$ cat config.mk
export PLATFORM = sky130hd
export DESIGN_NAME = drum_envelope
export DESIGN_NICKNAME = d
export VERILOG_FILES = /design/src/rtl/drum_envelope.sv
export SDC_FILE = /design/constraint.sdc
export NUM_CORES = 1
export LEC_CHECK = 0
export ABC_CLOCK_PERIOD_IN_PS = 5800
export CAP_MARGIN = 30
export CORE_ASPECT_RATIO = 0.8
export CORE_UTILIZATION = 56
export CTS_BUF_LIST = sky130_fd_sc_hd__clkbuf_4
export CTS_CLUSTER_SIZE = 16
export DETAILED_ROUTE_END_ITERATION = 16
export PLACE_DENSITY = 0.83
export SLEW_MARGIN = 20
export SYNTH_ARGS = -nofsm -noshare
export SYNTH_HDL_FRONTEND = slang
export SYNTH_SLANG_ARGS = --single-unit
$ cat constraint.sdc
create_clock -name clk -period 5.8 [get_ports clk]
set_clock_uncertainty 0.2 [all_clocks]
set_input_delay 1.16 -clock clk [delete_from_list [all_inputs] [get_ports clk]]
set_output_delay 1.16 -clock clk [all_outputs]
set_load 0.02 [all_outputs]
$ cat src/rtl/drum_envelope.sv
// rtl/drum_envelope.sv - percussive attack/decay envelope applied to an offset-binary sample stream
module drum_envelope #(
  parameter int PRESCALE    = 1550,
  parameter int ATTACK_STEP = 32,
  parameter int DECAY_SHIFT = 5
) (
  input  logic       clk,
  input  logic       reset,
  input  logic       trig_in,
  input  logic [7:0] sample_in,
  output logic [7:0] sample_out,
  output logic [7:0] amp_out,
  output logic       busy
);
  localparam int            CW   = $clog2(PRESCALE);
  localparam logic [CW-1:0] LAST = CW'(PRESCALE - 1);

  typedef enum logic [1:0] {IDLE, ATTACK, DECAY} state_t;

  state_t             r_state, w_state_next;
  logic [7:0]         r_amp, w_amp_next;
  logic [CW-1:0]      r_count;
  logic               r_s1, r_s2, r_s3;
  logic [7:0]         r_sample;
  logic               w_trig_edge, w_tick;
  logic [8:0]         w_sum;
  logic [7:0]         w_shr, w_dec;
  logic signed [16:0] w_s_ext, w_amp_ext, w_p;

  // Synchronizer comes out of reset "high" so a level held through reset is not taken as a new hit.
  always_ff @(posedge clk or posedge reset) begin
    if (reset) begin
      r_s1 <= 1'b1;
      r_s2 <= 1'b1;
      r_s3 <= 1'b1;
    end else begin
      r_s1 <= trig_in;
      r_s2 <= r_s1;
      r_s3 <= r_s2;
    end
  end

  assign w_trig_edge = r_s2 & ~r_s3;
  assign w_tick      = (r_count == LAST);

  always_ff @(posedge clk or posedge reset) begin
    if (reset)       r_count <= '0;
    else if (w_tick) r_count <= '0;
    else             r_count <= r_count + CW'(1);
  end

  always_ff @(posedge clk or posedge reset) begin
    if (reset) begin
      r_state <= IDLE;
      r_amp   <= 8'd0;
    end else begin
      r_state <= w_state_next;
      r_amp   <= w_amp_next;
    end
  end

  assign w_sum = {1'b0, r_amp} + 9'(ATTACK_STEP);
  assign w_shr = r_amp >> DECAY_SHIFT;
  assign w_dec = (w_shr == 8'd0) ? 8'd1 : w_shr;

  // A trigger edge wins over a coincident tick, leaving amp untouched on that cycle.
  always_comb begin
    w_state_next = r_state;
    w_amp_next   = r_amp;
    if (w_trig_edge) begin
      w_state_next = ATTACK;
    end else if (w_tick) begin
      case (r_state)
        IDLE: w_amp_next = 8'd0;
        ATTACK: begin
          if (w_sum >= 9'd255) begin
            w_amp_next   = 8'd255;
            w_state_next = DECAY;
          end else begin
            w_amp_next = w_sum[7:0];
          end
        end
        DECAY: begin
          if (r_amp > w_dec) begin
            w_amp_next = r_amp - w_dec;
          end else begin
            w_amp_next   = 8'd0;
            w_state_next = IDLE;
          end
        end
        default: w_state_next = IDLE;
      endcase
    end
  end

  // Offset-binary to two's complement is an MSB flip; the product floors via the arithmetic shift.
  assign w_s_ext   = {{10{~sample_in[7]}}, sample_in[6:0]};
  assign w_amp_ext = {9'd0, r_amp};
  assign w_p       = w_s_ext * w_amp_ext;

  always_ff @(posedge clk or posedge reset) begin
    if (reset) r_sample <= 8'h80;
    else       r_sample <= 8'((w_p >>> 8) + 17'sd128);
  end

  assign sample_out = r_sample;
  assign amp_out    = r_amp;
  assign busy       = (r_state != IDLE);
endmodule

==> results of run 1 <==
[worst register-to-register path: stages, from the launching register on]
cell and delay, ns:
dfrtp_1 0.51, or2_2 0.36, fa_1 0.51, fa_1 0.55, inv_1 0.06, fa_1 0.50
fa_1 0.49, ha_1 0.32, nand4_1 0.11, o221ai_1 0.21, a21oi_1 0.38, o21ai_0 0.23
o311ai_0 0.40, nor2_1 0.08
[per-layer routing]
metal	part of all wire [%]	vias to the layer above	global-route usage [%]	routed length, um
met3	3.8	13	3.17	286
li1	-	1330	-	-
met2	48	75	41.5	3570
met5	0	-	0	0
met1	47	1365	33.8	3460
met4	1.5	0	7.64	110
[flip-flops by register name (all words and copies together) (netlist names)]
| signal | count |
|---|---|
| amp_out | 8 |
| r_s3 | 1 |
| sample_out | 8 |
| r_s1 | 1 |
| r_s2 | 1 |
| r_count | 11 |
| r_state | 2 |
[area by class of cell]
| cell class | count | area (um^2) | share of cell area [%] |
|---|---|---|---|
| Tap cell | 81 | 101 | 2.46 |
| Clock inverter | 3 | 42.5 | 1.03 |
| Timing Repair Buffer | 37 | 345 | 8.38 |
| Multi-Input combinational cell | 287 | 2580 | 62.7 |
| Clock buffer | 5 | 37.5 | 0.911 |
| Sequential cell | 32 | 806 | 19.6 |
| Inverter | 55 | 206 | 5.01 |
[synthesized netlist by cell type, types with 3 or more instances]
library cell  count  area [um^2]
nand2_1          27          101
ha_1             50          626
nand3_1           7         35.0
o21ai_0          14         70.1
o211ai_1          3         22.5
clkbuf_1          6         22.5
dfstp_2           4          105
and2_1           42          263
dfrtp_1          28          701
nor2_1           24         90.1
or2_2             3         18.8
fa_1             36          721
nand4_1           6         37.5
a21o_1            4         30.0
a21oi_1          15         75.1
nor2b_1           3         18.8
and3_1            4         25.0
xnor2_1          12          105
xor2_1            8         70.1
inv_1            55          206
[per-stage QoR]
stage | total power [mW] | setup WS (ns) | hold slack, ns
floorplan | 0.269 | 0.461 | 0.145
global placement | 0.298 | -0.0419 | 0.147
detailed placement | 0.300 | -0.166 | 0.150
CTS | 0.477 | 0.200 | 0.166
global route | 0.493 | 0.00787 | 0.168
finish | 0.473 | 0.173 | 0.165
[worst paths after layout]
check | slack [ns] | depth (start not counted) | start | endpoint
setup / recovery | 0.17 | 14 | sample_in[7] | sample_out[7]
hold / removal | 0.16 | 0 | r_s1 | r_s2
setup reg to reg | 0.82 | 13 | amp_out[0] | sample_out[7]
hold reg to reg | 0.16 | 0 | r_s1 | r_s2
max in group asynchronous | 4.08 | 3 | reset | sample_out[7]
min in group asynchronous | 0.99 | 3 | reset | amp_out[3]
[where the power goes]
| group | internal [mW] | switching [mW] |
|---|---|---|
| Clock | 0.0898 | 0.0864 |
| Combinational | 0.0302 | 0.0355 |
| Sequential | 0.229 | 0.00159 |
[cell families (layout without fill, tap and decap cells)]
| group | count (synthesis) | after routing | share of synthesized area, % |
|---|---|---|---|
| and+or+nand+nor | 124 | 124 | 17.8 |
| AOI/OAI and AO/OA | 53 | 53 | 10.3 |
| muxes | 4 | 4 | 1.17 |
| DFF | 32 | 32 | 22.2 |
| buffers and inverters | 63 | 100 | 6.59 |
| xor gates and xnor gates | 20 | 20 | 4.83 |
| adders and majority gates | 86 | 86 | 37.1 |
[layout by cell type, fill, tap and decap left out, types with 2 or more instances in the layout]
cell type and count:
nor2_1 24, nand2_1 27, xnor2_1 12, dfstp_2 4
and2_1 42, or2_2 3, clkdlybuf4s50_1 27, inv_1 55
o21ai_0 14, dfrtp_1 28, or3_1 2, xor2_1 8
nor4_1 2, nand4_1 6, nand3_1 7, a21o_1 4
ha_1 50, a21oi_1 15, nor2b_1 3, buf_4 10
mux2i_1 2, and3_1 4, a41o_1 2, a31oi_1 2
o211ai_1 3, clkbuf_4 5, o22a_1 2, fa_1 36
mux2_1 2
==> metrics, run 1 <==
outcome=completed; Seq cells post-synth=32; maximum fanout along the worst path=4; first-pass GRT wire length=approximately 13000 um; die area=6810 um^2; # resized after CTS=0; vias per cell=between 5 and 6; Worst EP arrival=5.70 ns; Layout Cells excl Fill=500; cell chain of the critical path=clkdlybuf4s50_1 > or2_2 > fa_1 > fa_1 > inv_1 > fa_1 > fa_1 > ha_1 > nand4_1 > o221ai_1 > a21oi_1 > o21ai_0 > o311ai_0 > nor2_1; Syn Area/Cell=9.50 um^2; Area Overhead vs Synth=13.6%; vias post-DR=2783; count of input and output buffers=27; DRT Wirelength=7430 um; sequential share of the synthesized area=22.2%; Clock Tree Buf Depth=2; Worst Path Required=5.87 ns; Filler cells=between 400 and 500; TritonCTS clock tree=built; final instance area=4120 um^2; Period minus WS final=roughly 5.6 ns; Post-Syn Instances=382; core area=between 6000 and 7000 um^2; Rows=25; Antenna diodes=0; global placer's final weighted congestion=0.825; Ys Warns=0; Critical Path Source Type=primary input; critical path class=primary input to register; remaining routing DRC violations=0; fin util=approximately two thirds; # Max-Cap Violations=0; number of routed nets with antenna violations=0; antenna violations before repair=0; routed len/inst=roughly 15 um; max frequency=0.178 GHz; final setup fails=0; setup bufs post-CTS=0; EDFF count, synth=0; Slew @ Worst Pin=0.577 ns; layout cell share with drive strength beyond 1=between 7 and 8%; GRT Total Usage=24.6%; Root Buffer=clkbuf_4; Leak=a little over 2 nW; Min-Delay Path Class=register to register; largest net degree at the start of global routing=33; die height=between 70 and 80 um; final max-slew violation count=0; placed cell count=about 490; H-Tree Depth=2; 1st-pass router iterations=6; Slowest cell on crit path=fa_1; total CTS buffers=5; CP max stage delay=0.55 ns; Sink Count=32; Syn Nets=479; Synth cell types=43; fin crit share=97.0%; starting density of the core=around three fifths; RSZ-0062 raised after global routing=false; Final HPWL DP=5900 um; max-slew headroom at the worst pin=61.1%; TNS Setup=0 ns; hold buffers post-CTS=0; dpl cell area=4040 um^2; Final Hold Vio Count=0; Cell Area, Synth=3630 um^2; pwr dens=~110 nW/um^2; # IOs=28; Buf/Inv on CP=2; nets=between 500 and 600; CP dominant cell by count=fa_1; vias in the first global route=2746; grt total ovfl=0; CP Capture Type=register; clock insertion delay at the later pin of the skew report=0.35 ns; Die Wd=92.0 um; asr flop ratio synth=100%; clk slew on worst S/H paths=approximately 0.11 ns; IR drop worst, VDD=0.138 mV; critical path's top delay family=adder cells; Detailed Route Iter0 Violations=124; prevailing post-synth register cell=dfrtp_1
Note: power is estimated with default switching activity, not from simulation.
==> run 2, diff against run 1 <==
PLACE_DENSITY = 0.77   (was 0.83)
==> metrics, run 2 (same netlist as run 1, synthesis figures left out) <==
number of routed nets with antenna violations=0 (unchanged); nets=515 (unchanged); Switch Pwr=0.114 mW (was 0.123 mW); Critical Path Source Type=primary input (unchanged); fin crit share=95.4% (was 97.0%); Detailed Route Iter0 Violations=144 (was 124); Worst Path Required=5.83 ns (was 5.87 ns); 1st-pass router iterations=4 (was 6); clock insertion delay at the later pin of the skew report=0.33 ns (was 0.35 ns); outcome=completed (unchanged); Reg with most FFs=r_count (unchanged); core area=6070 um^2 (unchanged); Clock Power Share=37.0% (was 37.3%); Clock Tree Buf Depth=2 (unchanged); RSZ-0062 raised after global routing=false (unchanged); final setup fails=0 (unchanged); post-layout worst setup margin=0.268 ns (was 0.173 ns); maximum fanout along the worst path=4 (unchanged); CP Capture Type=register (unchanged); final instance area=4120 um^2 (unchanged); total CTS buffers=5 (unchanged); Final HPWL DP=5790 um (was 5900 um); H-Tree Depth=2 (unchanged); Final Hold Vio Count=0 (unchanged); DRT Wirelength=7130 um (was 7430 um); Rows=25 (unchanged); max-slew headroom at the worst pin=62.4% (was 61.1%); Area Overhead vs Synth=13.6% (unchanged); Period minus WS final=5.53 ns (was 5.63 ns); most frequent cells in the layout=55 x inv_1, 50 x ha_1, 42 x and2_1 (unchanged); Seq pwr share=49.2% (was 48.8%); TritonCTS clock tree=built (unchanged); Antenna diodes=0 (unchanged); remaining routing DRC violations=0 (unchanged); hold buffers post-CTS=0 (unchanged); combinational power share=13.7% (was 13.9%); most common cell after layout, fill and taps aside=inv_1 (unchanged); Min-Delay Path Class=register to register (unchanged); routed len/inst=14.3 um (was 14.9 um); GRT Total Usage=24.0% (was 24.6%); max frequency=0.181 GHz (was 0.178 GHz); antenna violations before repair=0 (unchanged); setup slack at placement=-0.0995 ns (was -0.166 ns); vias per cell=5.41 (was 5.57); global placer's final weighted congestion=0.867 (was 0.825); Leak=2.08 nW (about the same); Sink Count=32 (unchanged); number of flip-flops in the largest register=11 (unchanged); # resized after CTS=0 (unchanged); starting density of the core=59.8% (unchanged); dpl cell area=4040 um^2 (unchanged); Root Buffer=clkbuf_4 (unchanged); layout cell share with drive strength beyond 1=7.40% (unchanged); Worst EP arrival=5.56 ns (was 5.70 ns); pwr dens=114 nW/um^2 (was 115 nW/um^2); die height=74.0 um (unchanged); # Max-Cap Violations=0 (unchanged); Die Wd=92.0 um (unchanged); final max-slew violation count=0 (unchanged); count of input and output buffers=27 (unchanged); clk slew on worst S/H paths=0.10 ns (was 0.11 ns); total power=0.468 mW (was 0.473 mW); vias in the first global route=2744 (was 2746); Int Pwr=0.354 mW (was 0.349 mW); setup bufs post-CTS=0 (unchanged); Sw Ratio=24.4% (was 26.1%); largest net degree at the start of global routing=33 (unchanged); grt total ovfl=0 (unchanged); first-pass GRT wire length=12800 um (was 12900 um); # IOs=28 (unchanged); critical path class=primary input to register (unchanged); vias post-DR=2705 (was 2783); Slew @ Worst Pin=0.558 ns (was 0.577 ns); die area=6810 um^2 (unchanged); IR drop worst, VDD=0.0858 mV (was 0.138 mV)
## run 2: cell types whose count changed in the layout (fill, tap and decap cells not counted)
cell        change
clkinvlp_4      -1
clkbuf_4        +1
## run 2: metal layers
layer	track usage (%)	routed length, um	vias to the layer above
met5	0	0	-
met4	6.25	76	0
li1	-	-	1329
met2	39.5	3260	71
met3	3.37	319	7
met1	34.2	3480	1298
## run 2: path summary, 6_finish.rpt
path	to	slack [ns]	cells past startpoint	from
max	sample_out[6]	0.27	15	sample_in[7]
min	r_s2	0.16	0	r_s1
max reg2reg	sample_out[6]	0.95	14	amp_out[6]
min reg2reg	r_s2	0.16	0	r_s1
max in group asynchronous	r_s3	4.07	3	reset
min in group asynchronous	sample_out[5]	0.99	3	reset
## run 2: cell type report
class | count | area, um^2
clock inverters | 2 | 35.0
flip-flops and latches | 32 | 806
repair buffers | 37 | 345
well taps | 81 | 101
inverters | 55 | 206
multi-input cells | 287 | 2580
fillers | 511 | 1950
clock buffers | 6 | 45.0
## run 2: through the flow
step | hold WS, ns | utilization, % | setup TNS (ns) | std cells
after global placement | 0.146 | 66.6 | 0 | 492
after CTS | 0.163 | 67.9 | 0 | 500
after global routing | 0.165 | 67.9 | 0 | 500
after detailed placement | 0.149 | 66.6 | -0.151 | 492
final | 0.161 | 67.9 | 0 | 500
after floorplan | 0.145 | - | 0 | 382
## run 2: power groups by stage
| stage | clock [mW] | combinational (mW) | sequential (mW) |
|---|---|---|---|
| after floorplan | 0 | 0.0289 | 0.240 |
| after global placement | 0 | 0.0628 | 0.235 |
| after detailed placement | 0 | 0.0646 | 0.235 |
| after CTS | 0.179 | 0.0651 | 0.230 |
| after global routing | 0.188 | 0.0721 | 0.231 |
| final | 0.173 | 0.0642 | 0.230 |
## run 2: critical path: stages
cell             delay, ns
clkdlybuf4s50_1       0.41
or2_2                 0.29
fa_1                  0.51
fa_1                  0.55
inv_1                 0.05
fa_1                  0.51
fa_1                  0.51
ha_1                  0.31
nand4_1               0.09
o221ai_1              0.27
a21oi_1               0.12
buf_4                 0.16
o21ai_0               0.31
a21oi_1               0.14
xnor2_1               0.15
==> run 3, diff against run 2 <==
CTS_CLUSTER_SIZE = not set   (was 16)
HOLD_SLACK_MARGIN = 0.06   (was not set)
SLEW_MARGIN = 25   (was 20)
==> results of run 3 <==
The final DEF is identical to that of run 2; final timing and power are the same.
